<file path="config.mk">
export PLATFORM = sky130hd
export DESIGN_NAME = fetch_ctrl
export DESIGN_NICKNAME = d
export VERILOG_FILES = /design/src/rtl/fetch_ctrl_pkg.sv /design/src/rtl/fetch_pc_sel.sv /design/src/rtl/fetch_ctrl.sv
export SDC_FILE = /design/constraint.sdc
export NUM_CORES = 1
export LEC_CHECK = 0
export ABC_AREA = 1
export CORE_MARGIN = 2
export CORE_UTILIZATION = 49
export CTS_BUF_LIST = sky130_fd_sc_hd__clkbuf_8 sky130_fd_sc_hd__clkbuf_16
export DETAILED_ROUTE_END_ITERATION = 16
export MAX_ROUTING_LAYER = met4
export PLACE_DENSITY = 0.82
export SLEW_MARGIN = 20
export SYNTH_ARGS = -nofsm -noshare
export SYNTH_HDL_FRONTEND = slang
export SYNTH_SLANG_ARGS = --single-unit
</file>
<file path="constraint.sdc">
create_clock -name clk -period 2.1 [get_ports clk]
set_input_delay 0.42 -clock clk [delete_from_list [all_inputs] [get_ports clk]]
set_output_delay 0.42 -clock clk [all_outputs]
set_load 0.01 [all_outputs]
</file>
<file path="src/rtl/fetch_ctrl_pkg.sv">
// Shared types and constants for the fetch controller and its PC selector.
package fetch_ctrl_pkg;

    typedef enum logic [1:0] {
        ST_START = 2'd0,
        ST_REQ   = 2'd1,
        ST_HOLD  = 2'd2
    } state_e;

    localparam logic [3:0]  EXC_CAUSE_IFETCH_TIMEOUT = 4'hE;
    localparam logic [63:0] DEFAULT_RESET_PC         = 64'h0;
    localparam logic [63:0] DEFAULT_EXC_VECTOR       = 64'hD8;

endpackage

</file>
<file path="src/rtl/fetch_pc_sel.sv">
// Next-PC priority select: exception vector > ERET (elr) > branch target > sequential.
module fetch_pc_sel
    import fetch_ctrl_pkg::*;
#(
    parameter int             N          = 64,
    parameter logic [N-1:0]   EXC_VECTOR = N'(DEFAULT_EXC_VECTOR)
) (
    input  logic         exc_req,
    input  logic         exc_return,
    input  logic         branch_taken,
    input  logic [N-1:0] branch_target,
    input  logic [N-1:0] elr,
    input  logic [N-1:0] seq_pc,
    output logic         redirect,
    output logic [N-1:0] next_pc
);

    always_comb begin
        redirect = 1'b1;
        next_pc  = seq_pc;
        if (exc_req) begin
            next_pc = EXC_VECTOR;
        end else if (exc_return) begin
            next_pc = elr;
        end else if (branch_taken) begin
            next_pc = branch_target;
        end else begin
            redirect = 1'b0;
        end
    end

endmodule

</file>
<file path="src/rtl/fetch_ctrl.sv">
// Fetch-stage sequencer: PC register, imem request/ack handshake, one-entry
// instruction buffer and ELR/ESR. Optional ack watchdog: FETCH_CTRL_TIMEOUT_EN.
module fetch_ctrl
    import fetch_ctrl_pkg::*;
#(
    parameter int           N          = 64,
    parameter logic [N-1:0] RESET_PC   = N'(DEFAULT_RESET_PC),
    parameter logic [N-1:0] EXC_VECTOR = N'(DEFAULT_EXC_VECTOR),
    parameter int           TIMEOUT    = 16
) (
    input  logic         clk,
    input  logic         reset,
    output logic         imem_req,
    output logic [N-1:0] imem_addr,
    input  logic         imem_ack,
    input  logic [31:0]  imem_rdata,
    output logic         instr_valid,
    output logic [31:0]  instr,
    output logic [N-1:0] instr_pc,
    input  logic         instr_ready,
    input  logic         branch_taken,
    input  logic [N-1:0] branch_target,
    input  logic         exc_req,
    input  logic [3:0]   exc_cause,
    input  logic [N-1:0] exc_pc,
    input  logic         exc_return,
    output logic [N-1:0] elr,
    output logic [3:0]   esr
);

    state_e       state_q, state_d;
    logic [N-1:0] pc_q, pc_d;
    logic [N-1:0] pend_q, pend_d;
    logic         squash_q, squash_d;
    logic         valid_q, valid_d;
    logic [31:0]  instr_q, instr_d;
    logic [N-1:0] instr_pc_q, instr_pc_d;
    logic [N-1:0] elr_q, elr_d;
    logic [3:0]   esr_q, esr_d;
    logic         redirect;
    logic [N-1:0] next_pc;

    fetch_pc_sel #(
        .N          (N),
        .EXC_VECTOR (EXC_VECTOR)
    ) u_pc_sel (
        .exc_req       (exc_req),
        .exc_return    (exc_return),
        .branch_taken  (branch_taken),
        .branch_target (branch_target),
        .elr           (elr_q),
        .seq_pc        (pc_q + N'(4)),
        .redirect      (redirect),
        .next_pc       (next_pc)
    );

`ifdef FETCH_CTRL_TIMEOUT_EN
    localparam int TW = $clog2(TIMEOUT + 1);
    logic [TW-1:0] tmo_cnt_q, tmo_cnt_d;
`else
    logic unused_timeout;
    assign unused_timeout = ^TIMEOUT;
`endif

    always_comb begin
        state_d    = state_q;
        pc_d       = pc_q;
        pend_d     = pend_q;
        squash_d   = squash_q;
        valid_d    = valid_q;
        instr_d    = instr_q;
        instr_pc_d = instr_pc_q;
        elr_d      = elr_q;
        esr_d      = esr_q;

        if (exc_req) begin
            elr_d = exc_pc;
            esr_d = exc_cause;
        end

        case (state_q)
            ST_START: begin
                valid_d = 1'b0;
                state_d = ST_REQ;
                if (redirect) pc_d = next_pc;
            end
            ST_REQ: begin
                if (imem_ack) begin
                    squash_d = 1'b0;
                    if (redirect) begin
                        pc_d = next_pc;
                    end else if (squash_q) begin
                        pc_d = pend_q;
                    end else begin
                        instr_d    = imem_rdata;
                        instr_pc_d = pc_q;
                        valid_d    = 1'b1;
                        state_d    = ST_HOLD;
                    end
                end else if (redirect) begin
                    // Address must stay stable until ack; remember where to go.
                    pend_d   = next_pc;
                    squash_d = 1'b1;
                end
            end
            ST_HOLD: begin
                // next_pc is the redirect target when present, else pc+4.
                if (redirect || (valid_q && instr_ready)) begin
                    valid_d = 1'b0;
                    pc_d    = next_pc;
                    state_d = ST_REQ;
                end
            end
            default: state_d = ST_START;
        endcase

`ifdef FETCH_CTRL_TIMEOUT_EN
        tmo_cnt_d = '0;
        if (state_q == ST_REQ && !imem_ack) begin
            tmo_cnt_d = tmo_cnt_q + TW'(1);
            if (tmo_cnt_q == TW'(TIMEOUT - 1) && !exc_req) begin
                elr_d     = pc_q;
                esr_d     = EXC_CAUSE_IFETCH_TIMEOUT;
                pc_d      = EXC_VECTOR;
                squash_d  = 1'b0;
                state_d   = ST_START;
                tmo_cnt_d = '0;
            end
        end
`endif
    end

    always_ff @(posedge clk) begin
        if (!reset) begin
            state_q    <= ST_START;
            pc_q       <= RESET_PC;
            pend_q     <= '0;
            squash_q   <= 1'b0;
            valid_q    <= 1'b0;
            instr_q    <= '0;
            instr_pc_q <= '0;
            elr_q      <= '0;
            esr_q      <= '0;
        end else begin
            state_q    <= state_d;
            pc_q       <= pc_d;
            pend_q     <= pend_d;
            squash_q   <= squash_d;
            valid_q    <= valid_d;
            instr_q    <= instr_d;
            instr_pc_q <= instr_pc_d;
            elr_q      <= elr_d;
            esr_q      <= esr_d;
        end
    end

`ifdef FETCH_CTRL_TIMEOUT_EN
    always_ff @(posedge clk) begin
        if (!reset) tmo_cnt_q <= '0;
        else        tmo_cnt_q <= tmo_cnt_d;
    end
`endif

    assign imem_req    = (state_q == ST_REQ);
    assign imem_addr   = pc_q;
    assign instr_valid = valid_q;
    assign instr       = instr_q;
    assign instr_pc    = instr_pc_q;
    assign elr         = elr_q;
    assign esr         = esr_q;

endmodule

</file>
==> out/metrics.yaml <==
syn_area_sq_um: 14200
worst_slack_ns: -0.00197
dpl-instance-area_sq_um: 19400
finalSetupViolations: 1
leakagePower_nw: 8.60
max_cap_viol_count: 0
worstSkewPairLatency_ns: 0.57
slowest_stage: "clkdlybuf4s50_1"
cts_tree: "built"
synth_cells: 2120
synth_edf_count: 0
p_clk_frac: 0.365
regArea_sq_um: 6010
path_cells: "buf_4, clkdlybuf4s50_1"
synth.yosys.seq_area_share: 0.417
worstMarginPinSlew_ns: 0.699
finalHoldViolCount: 0
placeableCoreArea_sq_um: 28600
io_buffers: 400
multiInputGateArea_sq_um: 7400
routabilityCongestion: 1.03
path_max_fanout: 4
vdd_ir_drop_max_mv: 0.668
cp_top_family: "buffers and inverters"
fp.dieArea_sq_um: 30400
required_ns: 1.68
vias: 16644
htree_levels: 1
hpwl_microns: 44600
timing.hold.ws_ns: 0.303
p_switching_mw: 4.74
boundaryPins: 401
clkTransAtPathRegs_ns: 0.06
synth_top_area_share: 0.417
final_antenna_net_count: 0
hold_path_class: "in2reg"
rows: 62
synthTopCellsByArea: "dfxtp_1 42%, nand2_1 13%, a21oi_1 10%, nor2_1 9.7%, o21ai_0 5.4%"
seqPwrFrac: 0.404
crit_path_start: "imem_addr[29]"
grt_use_total: 0.379
fin_crit_ns: 2.10
syn-num-nets: 2292
final_cells: 2982
grt_pass1_wl_microns: 88100
synth_top_area_cell: "dfxtp_1"
dr.pass1.iters: 6
reg2reg_from: "imem_addr[41]"
relSlewSlack: 0.534
violations: "negative setup slack"
ys_types: 46
hold_start: "branch_taken"
viasPerCell: 5.58
gr-total-overflow: 0
rsz0062_at_grt: "yes"
synth-main-ff-cell: "dfxtp_1"
die_w_microns: 174
cp_data_arrival_time_ns: 1.68
slowest_delay_ns: 0.55
grt_max_degree: 114
grt_pass1_vias: 15694
wire_per_inst_microns: 19.6
clock-sinks: 296
clockBufferDepth: 3
nets: 2748
cp-end-kind: "output port"
antenna_found_initial: 1
routed_wl_microns: 58500
skew_ns: 0.0171
slew_viol_final: 0
swShare: 0.291
avgSynthCellArea_sq_um: 6.70
postCtsHoldBufs: 0
final_util: 0.724
start_kind: "register"
fillers: 2305
drive_gt1_frac: 0.132
drc: 0
die_y_microns: 174
internal_power_mw: 11.5
ys_warn_count: 0
drt_iter0_markers: 1887
outcome: "complete, but fails checks"
async_reset_ff_frac: 0
p_per_area_nw_per_um2: 785
finalCritPeriodShare: 1.00
crit_type: "reg2out"
timing.fmax_ghz: 0.476
area_growth_syn_to_layout_pct: 46.0
start_util: 0.496
p_comb_frac: 0.232
numCtsBuffers: 30
fin_area_sq_um: 20700
dp.cells: 2925
ys_ff_latch: 296
crit_buf_inv: 2
cts-root-buf: "clkbuf_16"
power.total_mw: 16.3
-- worst paths after layout --
path | slack [ns] | cells past startpoint | endpoint
max reg2reg | 0.10 | 12 | imem_addr[46]
min reg2reg | 0.47 | 2 | imem_addr[4]
min | 0.30 | 4 | state_q[1]
max | -0.002 | 2 | imem_addr[29]
-- flip-flops by register name, summed over array words and instances (netlist names) --
| register | cells |
|---|---|
| elr | 64 |
| squash_q | 1 |
| instr | 32 |
| state_q | 2 |
| instr_pc | 64 |
| esr | 4 |
| pend_q | 64 |
| instr_valid | 1 |
| imem_addr | 64 |
-- metrics by stage --
step	worst slack [ns]	TNS [ns]
CTS	0.00613	0
floorplan	0.179	0
finish	-0.00197	-0.00197
global placement	-0.0542	-0.133
global route	-0.0177	-0.0238
detailed placement	-0.0730	-0.314
-- worst reg2reg max path, delay by kind of cell (launching register included) --
kind	cells	cell delay, ns
AO/OA/AOI/OAI	2	0.30
flip-flops	1	0.40
AND/OR/NAND/NOR	10	1.22
-- synth_stat cells, types with 3 or more instances --
| library cell | n |
|---|---|
| buf_4 | 11 |
| o21ai_0 | 152 |
| o22ai_1 | 4 |
| clkbuf_1 | 74 |
| nor3_1 | 5 |
| nand3_1 | 76 |
| nand2_1 | 480 |
| nand4_1 | 13 |
| nor2_2 | 8 |
| a21boi_2 | 3 |
| o31ai_1 | 3 |
| dfxtp_1 | 296 |
| nand2_2 | 10 |
| buf_1 | 11 |
| o21bai_1 | 6 |
| a21oi_1 | 295 |
| nor2_1 | 367 |
| xor2_1 | 24 |
| buf_2 | 34 |
| xnor2_1 | 4 |
| nor2_4 | 8 |
| nand2_4 | 3 |
| inv_2 | 15 |
| o21ai_1 | 100 |
| inv_1 | 86 |
-- area by class of cell --
type / instances / share of cell area
tap: 384 / 0.0232
sequential: 296 / 0.290
timing repair buffer: 556 / 0.258
clock inverter: 16 / 0.0113
clock buffer: 37 / 0.0414
inverter: 103 / 0.0188
antenna: 1 / 0.000121
multi-input combinational: 1589 / 0.357
-- power groups by stage --
stage / registers, mW / logic (mW) / clock network [mW]
6_report: 6.57 / 3.77 / 5.94
3_3_place_gp: 6.65 / 3.62 / 0
5_1_grt: 6.61 / 4.05 / 6.21
4_1_cts: 6.55 / 3.71 / 5.93
2_1_floorplan: 6.79 / 1.48 / 0
3_5_place_dp: 6.66 / 3.69 / 0
-- what timing repair did --
action,in CTS,in global routing
resized for setup,52,55
endpoints found under the setup margin,46,61
pin swaps,0,2
buffers inserted,0,3
-- cell families (layout without fill, tap and decap cells) --
kind of cell	after synthesis	count (layout)	synth area share
AOI/OAI and AO/OA	582	582	0.213
xor gates and xnor gates	28	28	0.0173
adders and majority gates	1	1	0.000881
buffers and inverters	235	712	0.0692
DFF	296	296	0.417
other	0	1	0
and+or+nand+nor	978	978	0.283
-- routing by layer --
metal	track usage	part of all wire
met3	0.0700	0.11
met2	0.604	0.46
met5	-	0
met1	0.490	0.41
met4	0.113	0.031
-- layout by cell type, fill, tap and decap left out, types with 8 or more instances in the layout --
master           count
inv_2               15
dlygate4sd2_1       10
o21ai_0            152
buf_12              14
o21ai_1             99
nand2_1            472
dfxtp_1            255
nor2_2              25
buf_4              140
clkbuf_16           31
nor2_1             350
clkdlybuf4s50_1    378
inv_1               88
dfxtp_4             13
a21oi_1            295
nor2_4               8
dfxtp_2             28
nand4_1             13
nand3_1             75
nand2_2             17
dlymetal6s2s_1       8
xor2_1              23
(Power assumes the default switching activity.)
